<file path="config.mk">
export PLATFORM = sky130hd
export DESIGN_NAME = oam_dma_arbiter_flat
export DESIGN_NICKNAME = d
export VERILOG_FILES = /design/src/rtl/oam_dma_arbiter_pkg.sv /design/src/rtl/oam_dma_arbiter_if.sv /design/src/rtl/oam_dma_arbiter_engine.sv /design/src/rtl/oam_dma_arbiter.sv /design/src/flat_wrapper.sv
export SDC_FILE = /design/constraint.sdc
export NUM_CORES = 1
export LEC_CHECK = 0
export ABC_AREA = 1
export CAP_MARGIN = 20
export CORE_ASPECT_RATIO = 0.9
export CORE_MARGIN = 2
export CORE_UTILIZATION = 42
export DETAILED_ROUTE_END_ITERATION = 16
export MAX_ROUTING_LAYER = met4
export PLACE_DENSITY = 0.84
export SLEW_MARGIN = 20
export SYNTH_ARGS = -nofsm -noshare
export SYNTH_HDL_FRONTEND = slang
export SYNTH_HIERARCHICAL = 1
export SYNTH_SLANG_ARGS = --single-unit
</file>
<file path="constraint.sdc">
create_clock -name clk -period 3.3 [get_ports clk]
set_input_delay 0.33 -clock clk [delete_from_list [all_inputs] [get_ports clk]]
set_output_delay 0.33 -clock clk [all_outputs]
set_load 0.05 [all_outputs]
</file>
<file path="src/rtl/oam_dma_arbiter_pkg.sv">
// Shared definitions for the OAM DMA arbiter.
//   dma_state_e  : engine states (Idle -> Start -> Active -> Idle)
//   DMA_REG_ADDR : CPU address of the DMA source register
//   DMA_LEN      : bytes copied per transfer (also last OAM index + 1)
//   HIGH_PAGE    : upper address byte of the IO/HRAM page kept by the CPU
//   ECHO_BASE    : first source page that is folded back by 0x20 pages
package oam_dma_arbiter_pkg;

  typedef enum logic [1:0] {
    DmaIdle   = 2'd0,
    DmaStart  = 2'd1,
    DmaActive = 2'd2
  } dma_state_e;

  localparam logic [15:0] DMA_REG_ADDR = 16'hFF46;
  localparam int          DMA_LEN      = 160;
  localparam logic [7:0]  HIGH_PAGE    = 8'hFF;
  localparam logic [7:0]  ECHO_BASE    = 8'hE0;

  // Source pages E0..FF read through the echo-RAM mirror of C0..DF.
  function automatic logic [7:0] dma_src_hi(input logic [7:0] reg_val);
    return (reg_val >= ECHO_BASE) ? (reg_val - 8'h20) : reg_val;
  endfunction

endpackage

</file>
<file path="src/rtl/oam_dma_arbiter_if.sv">
// Bus bundle around the arbiter: CPU side, main bus, high bus and OAM port.
//   master : the environment (CPU, memories, OAM) - drives CPU requests and
//            read data coming back from the main/high buses.
//   slave  : the arbiter - drives routed bus requests, CPU read data, OAM
//            writes, dma_active and the engine state for observation.
// Handshake: there is no valid/ready pair. A request is qualified by its
// *_enable for the whole M-cycle; *_write selects direction; state and
// memory commits happen only on the clk edge where t_cycle == 3.
interface oam_dma_arbiter_if;
  import oam_dma_arbiter_pkg::*;

  logic [1:0]  t_cycle;
  logic [15:0] cpu_addr;
  logic        cpu_enable;
  logic        cpu_write;
  logic [7:0]  cpu_data_out;
  logic [7:0]  cpu_data_in;

  logic [15:0] main_addr;
  logic        main_enable;
  logic        main_write;
  logic [7:0]  main_data_out;
  logic [7:0]  main_data_in;

  logic [7:0]  high_addr;
  logic        high_enable;
  logic        high_write;
  logic [7:0]  high_data_out;
  logic [7:0]  high_data_in;

  logic [7:0]  oam_addr;
  logic        oam_write;
  logic [7:0]  oam_data;

  logic        dma_active;
  dma_state_e  dma_state;

  modport master (
    output t_cycle, cpu_addr, cpu_enable, cpu_write, cpu_data_out,
    output main_data_in, high_data_in,
    input  cpu_data_in,
    input  main_addr, main_enable, main_write, main_data_out,
    input  high_addr, high_enable, high_write, high_data_out,
    input  oam_addr, oam_write, oam_data, dma_active, dma_state
  );

  modport slave (
    input  t_cycle, cpu_addr, cpu_enable, cpu_write, cpu_data_out,
    input  main_data_in, high_data_in,
    output cpu_data_in,
    output main_addr, main_enable, main_write, main_data_out,
    output high_addr, high_enable, high_write, high_data_out,
    output oam_addr, oam_write, oam_data, dma_active, dma_state
  );

endinterface

</file>
<file path="src/rtl/oam_dma_arbiter_engine.sv">
// OAM DMA engine: DMA source register, transfer state machine, byte counter
// and the OAM write port.
//   clk, rst_n    : clock, asynchronous active-low reset
//   t_cycle_i     : CPU T-cycle phase, 3 = commit edge
//   trigger_i     : CPU write to the DMA register this M-cycle
//   wdata_i       : CPU write data (new source page)
//   rd_data_i     : main bus read data for the byte being copied
//   state_o       : current engine state
//   dma_reg_o     : DMA register readback (unmodified CPU value)
//   src_addr_o    : main bus address of the byte being copied
//   reading_o     : engine is copying this M-cycle (owns main bus enable)
//   dma_active_o  : CPU must be kept off the main bus
//   oam_addr_o/oam_write_o/oam_data_o : OAM write port
module oam_dma_arbiter_engine
  import oam_dma_arbiter_pkg::*;
#(
  parameter int DMA_LEN = oam_dma_arbiter_pkg::DMA_LEN
) (
  input  logic        clk,
  input  logic        rst_n,
  input  logic [1:0]  t_cycle_i,
  input  logic        trigger_i,
  input  logic [7:0]  wdata_i,
  input  logic [7:0]  rd_data_i,
  output dma_state_e  state_o,
  output logic [7:0]  dma_reg_o,
  output logic [15:0] src_addr_o,
  output logic        reading_o,
  output logic        dma_active_o,
  output logic [7:0]  oam_addr_o,
  output logic        oam_write_o,
  output logic [7:0]  oam_data_o
);

  localparam logic [7:0] LAST_IDX = 8'(DMA_LEN - 1);

  dma_state_e state_q;
  logic [7:0] count_q;
  logic [7:0] dma_reg_q;
  logic       restart_q;

  logic commit;
  assign commit = (t_cycle_i == 2'd3);

  always_ff @(posedge clk or negedge rst_n) begin
    if (!rst_n) begin
      state_q   <= DmaIdle;
      count_q   <= 8'd0;
      dma_reg_q <= 8'd0;
      restart_q <= 1'b0;
    end else if (commit) begin
      if (trigger_i) begin
        // A trigger wins over everything, including the final byte; the
        // byte being copied this M-cycle is still written (oam_write is
        // combinational on the current state).
        dma_reg_q <= wdata_i;
        state_q   <= DmaStart;
        count_q   <= 8'd0;
        restart_q <= (state_q == DmaActive);
      end else begin
        case (state_q)
          DmaStart: begin
            state_q   <= DmaActive;
            restart_q <= 1'b0;
          end
          DmaActive: begin
            // count holds at the last index instead of wrapping.
            if (count_q == LAST_IDX) begin
              state_q <= DmaIdle;
            end else begin
              count_q <= count_q + 8'd1;
            end
          end
          default: ;
        endcase
      end
    end
  end

  assign state_o      = state_q;
  assign dma_reg_o    = dma_reg_q;
  assign src_addr_o   = {dma_src_hi(dma_reg_q), count_q};
  assign reading_o    = (state_q == DmaActive);
  // A restart keeps the bus blocked through its one-M-cycle start delay.
  assign dma_active_o = (state_q == DmaActive) | ((state_q == DmaStart) & restart_q);
  assign oam_addr_o   = count_q;
  assign oam_write_o  = (state_q == DmaActive) & commit;
  assign oam_data_o   = rd_data_i;

endmodule

</file>
<file path="src/rtl/oam_dma_arbiter.sv">
// OAM DMA arbiter: shares the CPU system bus between the CPU and the OAM DMA
// engine and hosts the DMA source register.
//   clk     : system clock
//   reset_n : asynchronous active-low reset
//   bus     : slave side of oam_dma_arbiter_if (CPU side, main bus
//             0x0000-0xFEFF, high bus 0xFF00-0xFFFF, OAM port, dma_active)
// The high page always belongs to the CPU; the main bus belongs to the DMA
// engine while dma_active is set, and blocked CPU accesses read 0xFF with
// writes dropped.
module oam_dma_arbiter
  import oam_dma_arbiter_pkg::*;
#(
  parameter int          DMA_LEN      = oam_dma_arbiter_pkg::DMA_LEN,
  parameter logic [15:0] DMA_REG_ADDR = oam_dma_arbiter_pkg::DMA_REG_ADDR
) (
  input logic              clk,
  input logic              reset_n,
  oam_dma_arbiter_if.slave bus
);

  logic        high_page;
  logic        reg_hit;
  logic        trigger;
  dma_state_e  eng_state;
  logic [7:0]  dma_reg;
  logic [15:0] src_addr;
  logic        reading;
  logic        dma_active;

  assign high_page = (bus.cpu_addr[15:8] == HIGH_PAGE);
  assign reg_hit   = (bus.cpu_addr == DMA_REG_ADDR);
  assign trigger   = bus.cpu_enable & bus.cpu_write & reg_hit;

  oam_dma_arbiter_engine #(
    .DMA_LEN (DMA_LEN)
  ) u_engine (
    .clk          (clk),
    .rst_n        (reset_n),
    .t_cycle_i    (bus.t_cycle),
    .trigger_i    (trigger),
    .wdata_i      (bus.cpu_data_out),
    .rd_data_i    (bus.main_data_in),
    .state_o      (eng_state),
    .dma_reg_o    (dma_reg),
    .src_addr_o   (src_addr),
    .reading_o    (reading),
    .dma_active_o (dma_active),
    .oam_addr_o   (bus.oam_addr),
    .oam_write_o  (bus.oam_write),
    .oam_data_o   (bus.oam_data)
  );

  assign bus.dma_active = dma_active;
  assign bus.dma_state  = eng_state;

  // High bus: pass-through, except the DMA register which lives here.
  always_comb begin
    bus.high_addr     = bus.cpu_addr[7:0];
    bus.high_data_out = bus.cpu_data_out;
    bus.high_enable   = bus.cpu_enable & high_page & ~reg_hit;
    bus.high_write    = bus.cpu_enable & high_page & ~reg_hit & bus.cpu_write;
  end

  // Main bus: the engine while it holds the bus, otherwise the CPU.
  // In a restart's start M-cycle the bus is held but nothing is issued.
  always_comb begin
    bus.main_data_out = bus.cpu_data_out;
    if (dma_active) begin
      bus.main_addr   = src_addr;
      bus.main_enable = reading;
      bus.main_write  = 1'b0;
    end else begin
      bus.main_addr   = bus.cpu_addr;
      bus.main_enable = bus.cpu_enable & ~high_page;
      bus.main_write  = bus.cpu_enable & ~high_page & bus.cpu_write;
    end
  end

  always_comb begin
    if (reg_hit) begin
      bus.cpu_data_in = dma_reg;
    end else if (high_page) begin
      bus.cpu_data_in = bus.high_data_in;
    end else if (dma_active) begin
      bus.cpu_data_in = 8'hFF;
    end else begin
      bus.cpu_data_in = bus.main_data_in;
    end
  end

endmodule

</file>
<file path="src/flat_wrapper.sv">
// flat-port wrapper written by rule: the top's interface ports become plain ports
module oam_dma_arbiter_flat import oam_dma_arbiter_pkg::*;
#(
  parameter int          DMA_LEN      = oam_dma_arbiter_pkg::DMA_LEN,
  parameter logic [15:0] DMA_REG_ADDR = oam_dma_arbiter_pkg::DMA_REG_ADDR
)
  (clk, reset_n, bus_t_cycle, bus_cpu_addr, bus_cpu_enable, bus_cpu_write, bus_cpu_data_out, bus_main_data_in, bus_high_data_in, bus_cpu_data_in, bus_main_addr, bus_main_enable, bus_main_write, bus_main_data_out, bus_high_addr, bus_high_enable, bus_high_write, bus_high_data_out, bus_oam_addr, bus_oam_write, bus_oam_data, bus_dma_active, bus_dma_state);
  oam_dma_arbiter_if bus_i ();
  input logic clk;
  input logic reset_n;
  input wire logic [$bits(bus_i.t_cycle)-1:0] bus_t_cycle;
  input wire logic [$bits(bus_i.cpu_addr)-1:0] bus_cpu_addr;
  input wire logic [$bits(bus_i.cpu_enable)-1:0] bus_cpu_enable;
  input wire logic [$bits(bus_i.cpu_write)-1:0] bus_cpu_write;
  input wire logic [$bits(bus_i.cpu_data_out)-1:0] bus_cpu_data_out;
  input wire logic [$bits(bus_i.main_data_in)-1:0] bus_main_data_in;
  input wire logic [$bits(bus_i.high_data_in)-1:0] bus_high_data_in;
  output wire logic [$bits(bus_i.cpu_data_in)-1:0] bus_cpu_data_in;
  output wire logic [$bits(bus_i.main_addr)-1:0] bus_main_addr;
  output wire logic [$bits(bus_i.main_enable)-1:0] bus_main_enable;
  output wire logic [$bits(bus_i.main_write)-1:0] bus_main_write;
  output wire logic [$bits(bus_i.main_data_out)-1:0] bus_main_data_out;
  output wire logic [$bits(bus_i.high_addr)-1:0] bus_high_addr;
  output wire logic [$bits(bus_i.high_enable)-1:0] bus_high_enable;
  output wire logic [$bits(bus_i.high_write)-1:0] bus_high_write;
  output wire logic [$bits(bus_i.high_data_out)-1:0] bus_high_data_out;
  output wire logic [$bits(bus_i.oam_addr)-1:0] bus_oam_addr;
  output wire logic [$bits(bus_i.oam_write)-1:0] bus_oam_write;
  output wire logic [$bits(bus_i.oam_data)-1:0] bus_oam_data;
  output wire logic [$bits(bus_i.dma_active)-1:0] bus_dma_active;
  output wire logic [$bits(bus_i.dma_state)-1:0] bus_dma_state;
  assign bus_i.t_cycle = bus_t_cycle;
  assign bus_i.cpu_addr = bus_cpu_addr;
  assign bus_i.cpu_enable = bus_cpu_enable;
  assign bus_i.cpu_write = bus_cpu_write;
  assign bus_i.cpu_data_out = bus_cpu_data_out;
  assign bus_i.main_data_in = bus_main_data_in;
  assign bus_i.high_data_in = bus_high_data_in;
  assign bus_cpu_data_in = bus_i.cpu_data_in;
  assign bus_main_addr = bus_i.main_addr;
  assign bus_main_enable = bus_i.main_enable;
  assign bus_main_write = bus_i.main_write;
  assign bus_main_data_out = bus_i.main_data_out;
  assign bus_high_addr = bus_i.high_addr;
  assign bus_high_enable = bus_i.high_enable;
  assign bus_high_write = bus_i.high_write;
  assign bus_high_data_out = bus_i.high_data_out;
  assign bus_oam_addr = bus_i.oam_addr;
  assign bus_oam_write = bus_i.oam_write;
  assign bus_oam_data = bus_i.oam_data;
  assign bus_dma_active = bus_i.dma_active;
  assign bus_dma_state = bus_i.dma_state;
  oam_dma_arbiter #(.DMA_LEN(DMA_LEN), .DMA_REG_ADDR(DMA_REG_ADDR)) u_core (.clk(clk), .reset_n(reset_n), .bus(bus_i));
endmodule
</file>
==> metrics.md <==
| Metric | Value |
|---|---|
| Power Density | approximately 690 nW/um^2 |
| M3 GR Usage | 0.02196 |
| IO buf count | roughly 120 |
| FMAX | between 0.3 and 0.4 GHz |
| Cells after Synth | ~320 |
| Register area share after synthesis | 0.2316 |
| CTS Sinks | 19 |
| CTS tree | done |
| Post-cts resize count | 0 |
| Max-Cap Viols | 0 |
| Initial antenna violation count | 0 |
| Rows | 24 |
| Yosys warnings | 6 |
| Largest net degree at the start of global routing | 20 |
| Hold Fails Final Rpt | 0 |
| Ant. Diodes | 0 |
| Hold_buf cts | 0 |
| Final setup viols | 0 |
| Outcome | finished, final reports clean |
| TritonRoute pass-1 iters | 4 |
| Mapped Nets | ~370 |
| Fill cell count | around 440 |
| RSZ-0062 raised after global routing | no |
| Worst-margin pin slew | a little under 0.8 ns |
| Ports | about 120 |
| Kind of critical path | reg2out |
| Remaining Overflow, GRT | 0 |
| Delay-heaviest family, CP | buffers and inverters |
| Synthesized area per cell | about 6.4 um^2 |
| Initial core utilization | 0.4300 |
| Detailed-placement wirelength estimate | around 4500 um |
| CP dominant cell by count | nand2_1 |
| Most frequent cells in the layout | 133 x nand2_1, 115 x clkdlybuf4s50_1, 33 x nand3_1 |
| H-tree levels | 1 |
| Clock slew at reported path FFs | about 0.070 ns |
| Worst-path cell chain | inv_1 > nand2_1 > nand2_1 > inv_2 > nand2_1 > nand2_1 > clkdlybuf4s50_1 |
| P&R area growth vs syn | 45.58% |
| Final Skew | between 0.002 and 0.003 ns |
| Finished Cell Area | around 3000 um^2 |
| Placed Cells incl. Taps | 454 |
| Core Area | ~4800 um^2 |
| Area after DPL | between 2000 and 3000 um^2 |
| Pins Over Slew Limit | 0 |
| Worst-Skew Late Latency | roughly 0.25 ns |
| Critical Path End Type | primary output |
| GRT met2 Usage | 0.3343 |
| GR peak layer | met2 |
| CTS buffer count | 3 |
| Post-synthesis cell type count | 27 |
| Leak | approximately 1.5 nW |
| CP Data Arrival Time | 2.65 ns |
| First-pass GRT wire length | between 9000 and 10000 um |
| DRC viols | 0 |
| Die footprint | around 5500 um^2 |
| Fin util | 0.6260 |
| Root buf cell | clkbuf_8 |
| Die Width | 77.70 um |
| Rel. slew slack | 0.4679 |
| WP data required | between 2 and 3 ns |
| Max FO, Critical Path | 19 |
| Min Tclk post-route | between 2 and 3 ns |
| Routed Antenna Nets | 0 |
| Max incr delay on CP | 0.82 ns |
| Pre-CTS WS | 0.4490 ns |
| Seq cells post-synth | 19 |
| All-Layer GR Usage | 0.2080 |
| Maximum VDD drop | around 380 uV |
| Die H | around 70 um |
| DRT iter0 DRCs | approximately 140 |
| Layout cells sized above 1 | 0.06870 |
| Wirelength per Cell | 12.37 um |
| WP buf/inv | 3 |
| Fin nets | roughly 440 |
| Slowest CP cell | clkdlybuf4s50_1 |
| Setup TNS | 0 ns |
| Vias in the first global route | 2098 |
| Non-Filler Instances | between 400 and 500 |
| Vias | 2179 |
| Hold crit path type | reg2reg |
| Commonest non-fill, non-tap cell in the layout | nand2_1 |
| Max Root-Sink Buffers | 2 |
| GPL Wtd Cong | ~0.9 |
| Period utilization | 0.9044 |
| Vias/cell | 4.758 |
| Global Route met1 Usage | 0.2769 |
| CP startpoint kind | flop |
| Synth Cell Area | approximately 2100 um^2 |
| Setup Buffers After CTS | 0 |
| Worst setup margin | ~0.32 ns |
| Final wirelength | approximately 5700 um |
-- final cells by class --
class / instances / area (um^2) / area share
repair buffers: 119 / 1181 / 0.3951
multi-input cells: 225 / 1095 / 0.3663
flip-flops and latches: 19 / 475.5 / 0.1591
inverters: 26 / 110.1 / 0.03684
well taps: 65 / 81.33 / 0.02721
clock buffers: 3 / 41.29 / 0.01381
clock inverters: 1 / 5.005 / 0.001674
-- flip-flops by register name (all words and copies together) (netlist names) --
name	count
u_core/u_engine/dma_reg_o	8
u_core/u_engine/oam_addr_o	8
u_core/u_engine/state_o	2
u_core/u_engine/restart_q	1
-- worst min-delay path, stage by stage, from the launching register on --
cell and delay [ns]:
dfrtp_1 0.36, nand2_1 0.05, o21ai_0 0.07
-- power breakdown --
part,internal (mW),switching [mW]
Clock,0.0837,0.0737
Combinational,0.513,1.07
Sequential,0.269,0.0663
Total,0.866,1.21
-- metrics by stage --
| stage | hold slack (ns) | power, mW |
|---|---|---|
| 2_1_floorplan | 0.03441 | 1.471 |
| 3_3_place_gp | 0.4736 | 1.907 |
| 3_5_place_dp | 0.5050 | 1.926 |
| 4_1_cts | 0.5217 | 2.081 |
| 5_1_grt | 0.5343 | 2.185 |
| 6_report | 0.5200 | 2.073 |
-- worst paths after layout --
| path | from | endpoint | slack, ns | depth (start not counted) |
|---|---|---|---|---|
| setup reg to reg | u_core/u_engine/oam_addr_o[0] | u_core/u_engine/oam_addr_o[5] | 1.68 | 8 |
| hold reg to reg | u_core/u_engine/restart_q | u_core/u_engine/restart_q | 0.52 | 2 |
| setup / recovery | u_core/u_engine/state_o[0] | bus_main_addr[12] | 0.32 | 7 |
| max in group asynchronous | reset_n | u_core/u_engine/dma_reg_o[5] | 2.26 | 1 |
| min in group asynchronous | reset_n | u_core/u_engine/oam_addr_o[0] | 0.54 | 1 |
| hold / removal | u_core/u_engine/restart_q | u_core/u_engine/restart_q | 0.52 | 2 |
-- cells in the mapped netlist --
master / count / area, um^2
a21oi_1: 1 / 5.000
buf_2: 4 / 20.02
buf_4: 47 / 352.8
clkinv_8: 1 / 16.27
dfrtp_1: 19 / 475.5
ha_1: 2 / 25.02
inv_1: 23 / 86.33
inv_2: 2 / 7.510
mux2i_4: 1 / 22.52
nand2_1: 133 / 499.2
nand2_2: 3 / 18.77
nand2_4: 3 / 33.78
nand2_8: 1 / 20.02
nand3_1: 33 / 165.2
nand3_4: 1 / 17.52
nand4_1: 2 / 12.51
nor2_1: 17 / 63.81
nor2_2: 2 / 12.51
nor2_4: 2 / 22.52
nor2_8: 2 / 40.04
nor3_1: 2 / 10.01
o21ai_0: 6 / 30.03
o21ai_1: 1 / 5.000
o21ai_2: 1 / 8.760
o21bai_1: 2 / 15.01
or2_1: 8 / 50.05
xnor2_1: 2 / 17.52
-- metal layers --
metal  wire length (um)  part of all wire
met3                471             0.083
met4                 96             0.017
met5                  0                 0
met2               2547              0.45
met1               2549              0.45
-- cell families (layout without fill, tap and decap cells) --
group                      after synthesis  count (layout)  share of synthesized area
AOI/OAI and AO/OA                       11              11                    0.03107
xor gates and xnor gates                 2               2                   0.008533
adders and majority gates                2               2                    0.01219
buffers and inverters                   77             149                     0.2352
DFF                                     19              19                     0.2316
muxes                                    1               1                    0.01097
and+or+nand+nor                        209             209                     0.4704
(Power assumes the default switching activity.)
